===== src/rtl/shared_task_arbiter.sv =====
// Round-robin owner of one start/done worker shared by N requesters.
// Define SHARED_TASK_ARB_TIMEOUT_EN to add the RUN watchdog and err_out.
module shared_task_arbiter #(
    parameter int N       = 4,
    parameter int TIMEOUT = 1000
) (
    input  logic         clk,
    input  logic         rst_n,
    input  logic [N-1:0] req_sig,
    output logic [N-1:0] grant,
    output logic [N-1:0] done_out,
    output logic [N-1:0] err_out,
    output logic         start_sig,
    input  logic         done_sig,
    output logic         busy
);

    localparam int IW = (N > 1) ? $clog2(N) : 1;

    typedef enum logic [1:0] {
        IDLE,
        RUN,
        DONE
    } state_t;

    state_t        state;
    logic [IW-1:0] last;
    logic [IW-1:0] pick;
    logic          any_req;
    logic [N-1:0]  pick_onehot;
    logic          expire;

    // First asserted request after the last owner, wrapping modulo N.
    always_comb begin
        pick    = '0;
        any_req = 1'b0;
        for (int i = 1; i <= N; i++) begin
            if (!any_req && req_sig[(int'(last) + i) % N]) begin
                any_req = 1'b1;
                pick    = IW'((int'(last) + i) % N);
            end
        end
    end

    always_comb begin
        pick_onehot       = '0;
        pick_onehot[pick] = 1'b1;
    end

`ifdef SHARED_TASK_ARB_TIMEOUT_EN
    localparam int CW = $clog2(TIMEOUT + 1);

    logic [CW-1:0] cnt;

    assign expire = (cnt == CW'(TIMEOUT - 1));

    // Cleared while idle so every RUN starts from zero.
    always_ff @(posedge clk) begin
        if (!rst_n) begin
            cnt     <= '0;
            err_out <= '0;
        end else begin
            if (state == IDLE) begin
                cnt <= '0;
            end else if (state == RUN) begin
                cnt <= cnt + 1'b1;
            end
            if (state == RUN && !done_sig && expire) begin
                err_out <= grant;
            end else begin
                err_out <= '0;
            end
        end
    end
`else
    wire [31:0] unused_timeout = 32'(TIMEOUT);

    assign expire  = 1'b0;
    assign err_out = '0;
`endif

    always_ff @(posedge clk) begin
        if (!rst_n) begin
            state     <= IDLE;
            last      <= IW'(N - 1);
            grant     <= '0;
            start_sig <= 1'b0;
            busy      <= 1'b0;
            done_out  <= '0;
        end else begin
            unique case (state)
                IDLE: begin
                    if (any_req) begin
                        state     <= RUN;
                        last      <= pick;
                        grant     <= pick_onehot;
                        start_sig <= 1'b1;
                        busy      <= 1'b1;
                    end
                end
                RUN: begin
                    // done_sig beats a simultaneous watchdog expiry.
                    if (done_sig) begin
                        state     <= DONE;
                        start_sig <= 1'b0;
                        done_out  <= grant;
                    end else if (expire) begin
                        state     <= DONE;
                        start_sig <= 1'b0;
                    end
                end
                DONE: begin
                    state    <= IDLE;
                    grant    <= '0;
                    busy     <= 1'b0;
                    done_out <= '0;
                end
                default: begin
                    state <= IDLE;
                end
            endcase
        end
    end

endmodule


===== config.mk =====
export PLATFORM = sky130hd
export DESIGN_NAME = shared_task_arbiter
export DESIGN_NICKNAME = d
export VERILOG_FILES = /design/src/rtl/shared_task_arbiter.sv
export SDC_FILE = /design/constraint.sdc
export NUM_CORES = 1
export LEC_CHECK = 0
export BUFFER_PORTS_ARGS = -buffer_cell sky130_fd_sc_hd__clkbuf_2
export CAP_MARGIN = 15
export CELL_PAD_IN_SITES_DETAIL_PLACEMENT = 1
export CELL_PAD_IN_SITES_GLOBAL_PLACEMENT = 1
export CORE_ASPECT_RATIO = 1.1
export CORE_MARGIN = 5
export CORE_UTILIZATION = 32
export DETAILED_ROUTE_END_ITERATION = 7
export PLACE_DENSITY = 0.77
export SYNTH_ARGS = -nofsm -noshare
export SYNTH_HDL_FRONTEND = slang
export SYNTH_SLANG_ARGS = --single-unit

===== constraint.sdc =====
create_clock -name clk -period 1.3 [get_ports clk]
set_clock_uncertainty 0.05 [all_clocks]
set_input_delay 0.26 -clock clk [delete_from_list [all_inputs] [get_ports clk]]
set_output_delay 0.26 -clock clk [all_outputs]
set_load 0.05 [all_outputs]

==> results of run 1 <==
worst max-delay path: stages, from the launching register on:
cell,delay (ns)
sky130_fd_sc_hd__dfxtp_2,0.37
sky130_fd_sc_hd__nand2b_4,0.16
sky130_fd_sc_hd__o21ai_4,0.07
sky130_fd_sc_hd__a211o_1,0.33
sky130_fd_sc_hd__a32o_2,0.24
metrics by stage:
stage / TNS, ns / util
finish: -0.0164 / 0.464
global route: -0.165 / 0.464
CTS: 0 / 0.457
detailed placement: -1.03 / 0.421
global placement: -0.735 / 0.421
floorplan: 0 / -
routing by layer:
layer | global-route usage | part of all wire | vias to the layer above | wire length (um)
met4 | 0.0729 | 0.015 | 0 | 31
li1 | - | - | 349 | -
met2 | 0.260 | 0.54 | 13 | 1150
met5 | 0 | 0 | - | 0
met1 | 0.149 | 0.41 | 361 | 869
met3 | 0.0216 | 0.029 | 2 | 61
kinds of logic (layout without fill, tap and decap cells):
family	after synthesis	after routing	synth area share
and+or+nand+nor	29	29	0.261
DFF	14	14	0.388
buffers and inverters	10	39	0.0744
other	1	4	0.00519
AOI/OAI and AO/OA	25	25	0.272
synth_stat cells, drive strengths merged:
cell and instances:
nor3b 3, a31oi 1, and3 1, inv 3, clkbuf 3, conb 1
o41ai 1, a21boi 1, nand3 1, a32o 4, nand2 5, nor2 4
a311oi 1, or2b 1, a22o 3, o21ai 3, nand2b 2, or3 1
nor4 1, a21oi 4, buf 4, nor2b 6, a211o 1, o21a 1
nor3 2, dfxtp 14, a22oi 4, or2 1, and4b 1, a211oi 1
path summary, 6_finish.rpt:
check	cells after the start	startpoint	end	slack, ns
max	4	last[0]	grant[1]	-0.02
min reg2reg	1	busy	busy	0.43
max reg2reg	4	last[0]	grant[1]	-0.02
min	2	done_sig	state[1]	0.25
where the power goes:
part	internal, mW	leakage [nW]	switching, mW
sequential	0.463	0.115	0.0307
combinational	0.144	0.325	0.224
clock	0.170	0.0210	0.156
state kept, by name, indices dropped and copies added (netlist names):
signal and flops:
done_out 4, grant 4, last 2, state 2, busy 1, start_sig 1
final cells by class:
type	count	area share
multi-input combinational	58	0.438
sequential	14	0.278
tap	30	0.0367
clock buffer	4	0.0355
inverter	3	0.0110
timing repair buffer	32	0.202
what timing repair did:
| action | CTS | global route |
|---|---|---|
| endpoints found under the setup margin | 7 | 9 |
| pin swaps | 2 | 2 |
| resized for setup | 10 | 7 |
| buffers inserted | 1 | 0 |
==> impl_metrics.py, run 1 <==
metrics = {
    "run_status": {
        "outcome": "finished, violations left",
        "failed_checks": "setup timing",
    },
    "logic_synthesis": {
        "syn_area_um2": 723,
        "cell_variety_after_synth": 33,
        "synth_area_per_cell_um2": 9.15,
        "synth_seq_cells": 14,
        "synth_top_area_cell": "sky130_fd_sc_hd__dfxtp_1",
        "ys.warnings.count": 0,
        "synth-seq-area-share": 0.388,
        "syn-instance-count": 79,
        "synth_largest_type_area_fraction": 0.388,
        "yosys-top-cells-area": "sky130_fd_sc_hd__dfxtp_1 (39%), sky130_fd_sc_hd__nor2b_1 (5.2%), sky130_fd_sc_hd__a32o_2 (4.7%)",
    },
    "routing": {
        "ant_nets": 0,
        "detail_route.drc_violations": 0,
        "wire_per_inst_um": 15.0,
        "viasPerCell": 5.14,
        "drt_pre_antenna_iters": 4,
        "vias": 725,
        "drt_wl_total_um": 2110,
        "drtIter0Drc": 11,
    },
    "final_layout": {
        "diodes": 0,
        "seq_area_um2": 284,
        "layout-area-overhead-vs-synth_pct": 41.5,
        "num-nets-final": 119,
        "final-instance-count-excl-fill": 141,
        "layout-drive-gt1-share": 0.468,
        "commonest_cells_after_routing_fill_and_taps_aside": "sky130_fd_sc_hd__buf_4 (15), sky130_fd_sc_hd__clkbuf_2 (13), sky130_fd_sc_hd__dfxtp_1 (11), sky130_fd_sc_hd__nor2b_1 (6), sky130_fd_sc_hd__nand2_1 (5)",
        "fillers": 289,
        "finalInstanceArea_um2": 1020,
        "multi_input_area_um2": 448,
        "mostFrequentLayoutCell": "sky130_fd_sc_hd__buf_4",
    },
    "global_route": {
        "antenna_violations_before_repair": 0,
        "globalRouteOverflowTotal": 0,
        "global_route_wire_length_before_repair_um": 3560,
        "grt_usage": 0.138,
        "first_global_vias": 776,
        "maximum_number_of_pins_on_one_net_before_global_route_repair": 15,
    },
    "pwr": {
        "leakage_nw": 0.460,
        "p_per_area_nw_per_um2": 1160,
        "vdd.ir_drop.worst_mv": 0.657,
        "total_power_mw": 1.19,
    },
    "placed_design": {
        "routabilityCongestion": 0.733,
        "placement.cell_area_um2": 930,
        "dp.final_hpwl_um": 1620,
        "port_buffer_count": 16,
        "numPlacedInstances": 137,
        "detailedPlace.worstSlack_ns": -0.202,
    },
    "sta": {
        "fin_crit_sh": 1.01,
        "setup-violations-final": 1,
        "final.min_clock_period_ns": 1.32,
        "final-hold-violation-count": 0,
        "setup_repair_after_global_routing_missed_its_margin": "true",
        "timing.fmax_ghz": 0.760,
        "hold_ws_ns": 0.245,
        "setup_ws_ns": -0.0164,
        "finalMaxSlewViolations": 0,
    },
    "floorplan": {
        "cell_row_count": 18,
        "num_io_pins": 21,
        "floorplan.die_area_um2": 3310,
        "fp.dieW_um": 55.3,
        "floorplan.initialDensity": 0.328,
        "core_region_area_um2": 2210,
        "vert_die_dim_um": 59.9,
    },
    "worst_setup_path": {
        "timing.critical_path.arrival_ns": 1.45,
        "worstPathRequired_ns": 1.43,
        "cp_max_fo": 4,
        "setup.worst_path.end_class": "flop",
        "worstSetupStartpointType": "flop",
        "setup.worst_path.class": "flop to flop",
    },
    "cts": {
        "clock_insertion_delay_worst_skew_ns": 0.29,
        "cts_buffers": 3,
        "clock-sinks": 14,
        "tritoncts": "built",
        "cts.root.buffer_cell": "sky130_fd_sc_hd__clkbuf_4",
        "postCtsHoldBufs": 0,
        "worst_setup_hold_path_clk_slew_ns": 0.10,
        "cts_htree_levels": 1,
        "cts-root-to-sink-buffers": 2,
    },
    "worst_hold_path": {
        "min-delay-path-class": "primary input to flop",
    },
    "run": {
        "maxCapViolCount": 0,
    },
}
Note: power is estimated with default switching activity, not from simulation.
==> inputs of run 2 (changes only) <==
Settings changed: ABC_AREA from default to 1, PLACE_DENSITY 0.77 to 0.79.
==> impl_metrics.py, run 2 <==
metrics = {
    "logic_synthesis": {
        "yosys-top-cells-area": "sky130_fd_sc_hd__dfxtp_1 (33%), sky130_fd_sc_hd__nand2_1 (15%), sky130_fd_sc_hd__nand2_2 (7.5%)",
        "synth_top_area_cell": "sky130_fd_sc_hd__dfxtp_1",
        "postSynth.asyncResetShare": 0,
        "syn_area_um2": 837,
        "synth-seq-area-share": 0.335,
        "synth_area_per_cell_um2": 7.03,
        "cell_variety_after_synth": 25,
        "ys.warnings.count": 0,
        "synth_seq_cells": 14,
        "synth_largest_type_area_fraction": 0.335,
        "syn-instance-count": 119,
        "synth_edf_count": 0,
        "synthMostInstantiatedCell": "sky130_fd_sc_hd__nand2_1",
        "ys.flop_type": "sky130_fd_sc_hd__dfxtp_1",
        "post_synth_most_frequent_cells": "sky130_fd_sc_hd__nand2_1 (33), sky130_fd_sc_hd__dfxtp_1 (14), sky130_fd_sc_hd__inv_1 (11), sky130_fd_sc_hd__nor2_1 (11), sky130_fd_sc_hd__nand2_2 (10)",
    },
    "sta": {
        "setup_ws_ns": -0.248,
        "timing.fmax_ghz": 0.646,
        "fin_crit_sh": 1.19,
        "setup-violations-final": 9,
        "final.min_clock_period_ns": 1.55,
        "finalMaxSlewViolations": 0,
        "hold_ws_ns": 0.142,
        "setup_repair_after_global_routing_missed_its_margin": "true",
        "final-hold-violation-count": 0,
    },
    "floorplan": {
        "num_io_pins": 21,
        "floorplan.initialDensity": 0.335,
        "cell_row_count": 19,
        "core_region_area_um2": 2500,
        "floorplan.die_area_um2": 3740,
        "vert_die_dim_um": 63.6,
        "fp.dieW_um": 58.8,
    },
    "final_layout": {
        "fillers": 324,
        "num-nets-final": 158,
        "commonest_cells_after_routing_fill_and_taps_aside": "sky130_fd_sc_hd__nand2_1 (26), sky130_fd_sc_hd__nand2_2 (17), sky130_fd_sc_hd__buf_4 (13), sky130_fd_sc_hd__dfxtp_1 (12), sky130_fd_sc_hd__clkbuf_2 (12)",
        "finalInstanceArea_um2": 1120,
        "layout-area-overhead-vs-synth_pct": 34.2,
        "final-instance-count-excl-fill": 181,
        "diodes": 0,
        "layout-drive-gt1-share": 0.480,
        "mostFrequentLayoutCell": "sky130_fd_sc_hd__nand2_1",
        "biggestRegsByFlops": "done_out (4), grant (4)",
    },
    "placed_design": {
        "dp.final_hpwl_um": 1790,
        "placement.cell_area_um2": 1030,
        "detailedPlace.worstSlack_ns": -0.253,
        "routabilityCongestion": 0.738,
        "port_buffer_count": 16,
        "numPlacedInstances": 175,
    },
    "cts": {
        "cts_htree_levels": 1,
        "worst_setup_hold_path_clk_slew_ns": 0.09,
        "clock_insertion_delay_worst_skew_ns": 0.30,
        "cts.root.buffer_cell": "sky130_fd_sc_hd__clkbuf_4",
        "cts-root-to-sink-buffers": 2,
        "cts_buffers": 3,
        "clock-sinks": 14,
        "tritoncts": "built",
    },
    "routing": {
        "vias": 859,
        "ant_nets": 0,
        "viasPerCell": 4.75,
        "detail_route.drc_violations": 0,
        "drtIter0Drc": 21,
        "wire_per_inst_um": 12.5,
        "drt_pre_antenna_iters": 2,
        "drt_wl_total_um": 2270,
    },
    "worst_setup_path": {
        "setup.worst_path.class": "flop to flop",
        "worstPathRequired_ns": 1.45,
        "cp_max_fo": 8,
        "timing.critical_path.arrival_ns": 1.70,
        "setup.worst_path.end_class": "flop",
        "worstSetupStartpointType": "flop",
        "r2r_cells": 11,
    },
    "pwr": {
        "switchingPower_mw": 1.56,
        "swShare": 0.525,
        "vdd.ir_drop.worst_mv": 1.14,
        "leakage_nw": 0.573,
        "p_clk_frac": 0.111,
        "internal_power_of_the_cells_mw": 1.41,
        "p_per_area_nw_per_um2": 2650,
        "seqPwrFrac": 0.232,
        "power.share.combinational": 0.658,
    },
    "worst_hold_path": {
        "min-delay-path-class": "primary input to flop",
        "min_delay_path_depth": 2,
    },
    "run_status": {
        "outcome": "finished, violations left",
        "failed_checks": "setup timing",
    },
    "global_route": {
        "globalRouteOverflowTotal": 0,
        "antenna_violations_before_repair": 0,
        "first_global_vias": 910,
        "global_route_wire_length_before_repair_um": 3840,
        "maximum_number_of_pins_on_one_net_before_global_route_repair": 9,
        "grt_usage": 0.135,
    },
    "run": {
        "maxCapViolCount": 0,
    },
}
## run 2: what timing repair did
item,in CTS,in global routing
setup endpoints to repair,9,17
gates resized for setup,5,16
setup buffers,2,0
hold buffers,0,0
pin swaps,1,3
hold endpoints to repair,0,0
## run 2: cell type report
cell class / instances / area (um2) / share of cell area
Timing Repair Buffer: 29 / 185 / 0.165
Tap cell: 31 / 38.8 / 0.0345
Sequential cell: 14 / 285 / 0.254
Multi-Input combinational cell: 86 / 498 / 0.443
Inverter: 17 / 80.1 / 0.0713
Clock buffer: 4 / 36.3 / 0.0323
## run 2: power groups by stage
stage | Sequential [mW] | Clock [mW] | Combinational (mW)
CTS | 0.690 | 0.342 | 1.86
global route | 0.711 | 0.369 | 2.15
detailed placement | 0.690 | 0 | 1.80
floorplan | 0.902 | 0 | 1.15
finish | 0.691 | 0.329 | 1.96
global placement | 0.680 | 0 | 1.75
## run 2: logic make-up after synthesis
kind of cell | Yosys count | synth area share
AOI/OAI and AO/OA | 14 | 0.126
buffers and inverters | 22 | 0.135
DFF | 14 | 0.335
other | 1 | 0.00448
and+or+nand+nor | 68 | 0.401
## run 2: per-stage QoR
step / util / TNS (ns) / power [mW]
final: 0.450 / -1.73 / 2.98
after global routing: 0.450 / -2.75 / 3.23
after CTS: 0.436 / -1.40 / 2.89
after detailed placement: 0.412 / -1.74 / 2.49
after global placement: 0.412 / -1.35 / 2.43
after floorplan: - / -0.474 / 2.05
## run 2: path summary, 6_finish.rpt
kind                            slack, ns      start        end
worst max-delay path                -0.25    last[0]   grant[2]
worst min register to register       0.42  start_sig  start_sig
worst max register to register      -0.25    last[0]   grant[2]
worst min-delay path                 0.14      rst_n    last[0]
## run 2: layer usage
layer / wire (um) / GRT usage / vias up
li1: - / - / 434
met1: 850 / 0.132 / 406
met2: 1270 / 0.247 / 14
met3: 74 / 0.0184 / 5
met4: 65 / 0.0935 / 0
met5: 0 / 0 / -
## run 2: critical path, stage by stage (launching register included)
cell	delay, ns
sky130_fd_sc_hd__dfxtp_4	0.42
sky130_fd_sc_hd__nand2_1	0.11
sky130_fd_sc_hd__nand2_2	0.10
sky130_fd_sc_hd__nor2_2	0.05
sky130_fd_sc_hd__nor2_1	0.20
sky130_fd_sc_hd__nand3_4	0.12
sky130_fd_sc_hd__nand2_4	0.11
sky130_fd_sc_hd__inv_6	0.05
sky130_fd_sc_hd__nand2_4	0.07
sky130_fd_sc_hd__nor2_2	0.04
sky130_fd_sc_hd__nor2_1	0.08
sky130_fd_sc_hd__nor2_1	0.05
==> inputs of run 3 (changes only) <==
Settings changed: SLEW_MARGIN from default to 20.
Clock period 1.3 ns to 1.39 ns, I/O delays scaled along.
==> impl_metrics.py, run 3 (same netlist as run 2, synthesis figures left out) <==
metrics = {
    "run_status": {
        "outcome": "finished, violations left",
        "failed_checks": "setup timing",
    },
    "sta": {
        "setup_ws_ns": -0.186,
        "timing.fmax_ghz": 0.634,
        "final.min_clock_period_ns": 1.58,
        "setup-violations-final": 9,
        "final-hold-violation-count": 0,
        "hold_ws_ns": 0.169,
        "fin_setup_tns_ns": -1.42,
        "setup_repair_after_global_routing_missed_its_margin": "true",
        "finalMaxSlewViolations": 0,
        "fin_crit_sh": 1.13,
    },
    "routing": {
        "vias": 850,
        "drt_wl_total_um": 2260,
        "detail_route.drc_violations": 0,
        "drtIter0Drc": 14,
        "wire_per_inst_um": 12.6,
        "ant_nets": 0,
        "drt_pre_antenna_iters": 4,
        "viasPerCell": 4.72,
    },
    "floorplan": {
        "floorplan.initialDensity": 0.335,
        "cell_row_count": 19,
        "vert_die_dim_um": 63.6,
        "num_io_pins": 21,
        "core_region_area_um2": 2500,
        "fp.dieW_um": 58.8,
        "floorplan.die_area_um2": 3740,
    },
    "global_route": {
        "grt_usage": 0.133,
        "antenna_violations_before_repair": 0,
        "global_route_wire_length_before_repair_um": 3870,
        "globalRouteOverflowTotal": 0,
        "first_global_vias": 892,
        "maximum_number_of_pins_on_one_net_before_global_route_repair": 9,
    },
    "worst_setup_path": {
        "cp_max_fo": 8,
        "timing.reg2reg.setup_slack_ns": -0.19,
        "rr_startpoint": "last[0]",
        "timing.critical_path.arrival_ns": 1.71,
        "worstPathRequired_ns": 1.53,
        "setup.worst_path.class": "flop to flop",
        "worst_setup_path_startpoint": "last[0]",
        "worstSetupStartpointType": "flop",
        "setup.worst_path.end_class": "flop",
    },
    "final_layout": {
        "commonest_cells_after_routing_fill_and_taps_aside": "sky130_fd_sc_hd__nand2_1 (24), sky130_fd_sc_hd__clkbuf_2 (16), sky130_fd_sc_hd__nand2_2 (15), sky130_fd_sc_hd__dfxtp_1 (12)",
        "final-instance-count-excl-fill": 180,
        "layout-area-overhead-vs-synth_pct": 37.8,
        "layout-drive-gt1-share": 0.497,
        "finalInstanceArea_um2": 1150,
        "biggestRegsByFlops": "done_out (4), grant (4)",
        "fillers": 332,
        "num-nets-final": 157,
        "diodes": 0,
        "multi_input_area_um2": 538,
        "mostFrequentLayoutCell": "sky130_fd_sc_hd__nand2_1",
        "seq_area_um2": 288,
    },
    "cts": {
        "tritoncts": "built",
        "cts.root.buffer_cell": "sky130_fd_sc_hd__clkbuf_4",
        "clock_insertion_delay_worst_skew_ns": 0.28,
        "clock-sinks": 14,
        "cts-root-to-sink-buffers": 2,
        "postCtsHoldBufs": 0,
        "cts_buffers": 3,
        "worst_setup_hold_path_clk_slew_ns": 0.08,
        "cts_htree_levels": 1,
    },
    "run": {
        "maxCapViolCount": 0,
    },
    "worst_hold_path": {
        "min-delay-path-class": "primary input to flop",
        "hold_start": "rst_n",
    },
    "placed_design": {
        "routabilityCongestion": 0.804,
        "dp.final_hpwl_um": 1750,
        "port_buffer_count": 16,
        "placement.cell_area_um2": 995,
        "numPlacedInstances": 171,
    },
    "pwr": {
        "vdd.ir_drop.worst_mv": 1.47,
        "leakage_nw": 0.592,
        "p_per_area_nw_per_um2": 2550,
    },
}
-- run 3: metrics by stage --
step | total power [mW] | util | worst slack (ns)
6_report | 2.94 | 0.462 | -0.186
5_1_grt | 3.18 | 0.462 | -0.263
4_1_cts | 2.75 | 0.434 | -0.137
3_5_place_dp | 2.28 | 0.398 | -0.198
3_3_place_gp | 2.23 | 0.398 | -0.155
2_1_floorplan | 1.91 | - | -0.0296
-- run 3: worst max-delay path: stages, from the launching register on --
cell and delay [ns]:
sky130_fd_sc_hd__dfxtp_4 0.43, sky130_fd_sc_hd__nand2_1 0.11, sky130_fd_sc_hd__nand2_4 0.10, sky130_fd_sc_hd__nand2_2 0.06, sky130_fd_sc_hd__buf_4 0.13, sky130_fd_sc_hd__a21boi_1 0.18
sky130_fd_sc_hd__nand3_2 0.14, sky130_fd_sc_hd__nand2_4 0.13, sky130_fd_sc_hd__nor2_4 0.04, sky130_fd_sc_hd__nor2_2 0.09, sky130_fd_sc_hd__nor2_1 0.05
-- run 3: layer usage --
layer | up-vias | wire, um | track usage
met1 | 400 | 868 | 0.139
met4 | 0 | 64 | 0.0680
met5 | - | 0 | 0
li1 | 428 | - | -
met2 | 15 | 1270 | 0.242
met3 | 7 | 65 | 0.0265
-- run 3: final cells by class --
class / count / share of cell area
Inverter: 17 / 0.0683
Clock buffer: 4 / 0.0315
Multi-Input combinational cell: 86 / 0.466
Timing Repair Buffer: 28 / 0.151
Tap cell: 31 / 0.0336
Sequential cell: 14 / 0.249
-- run 3: report_power, final --
| group | internal [mW] | switching [mW] |
|---|---|---|
| Combinational | 0.711 | 1.29 |
| Sequential | 0.531 | 0.125 |
| Clock | 0.159 | 0.129 |
| Total | 1.40 | 1.54 |
-- run 3: repair_timing --
item | 4_1_cts | 5_1_grt
setup buffers | 3 | 2
cloned | 0 | 0
gates resized for setup | 10 | 15
pin swaps | 0 | 11
setup endpoints to repair | 9 | 13
-- run 3: final timing paths --
check / end / cells after the start
setup / recovery: grant[2] / 10
hold / removal: last[0] / 2
setup reg to reg: grant[2] / 10
hold reg to reg: busy / 2
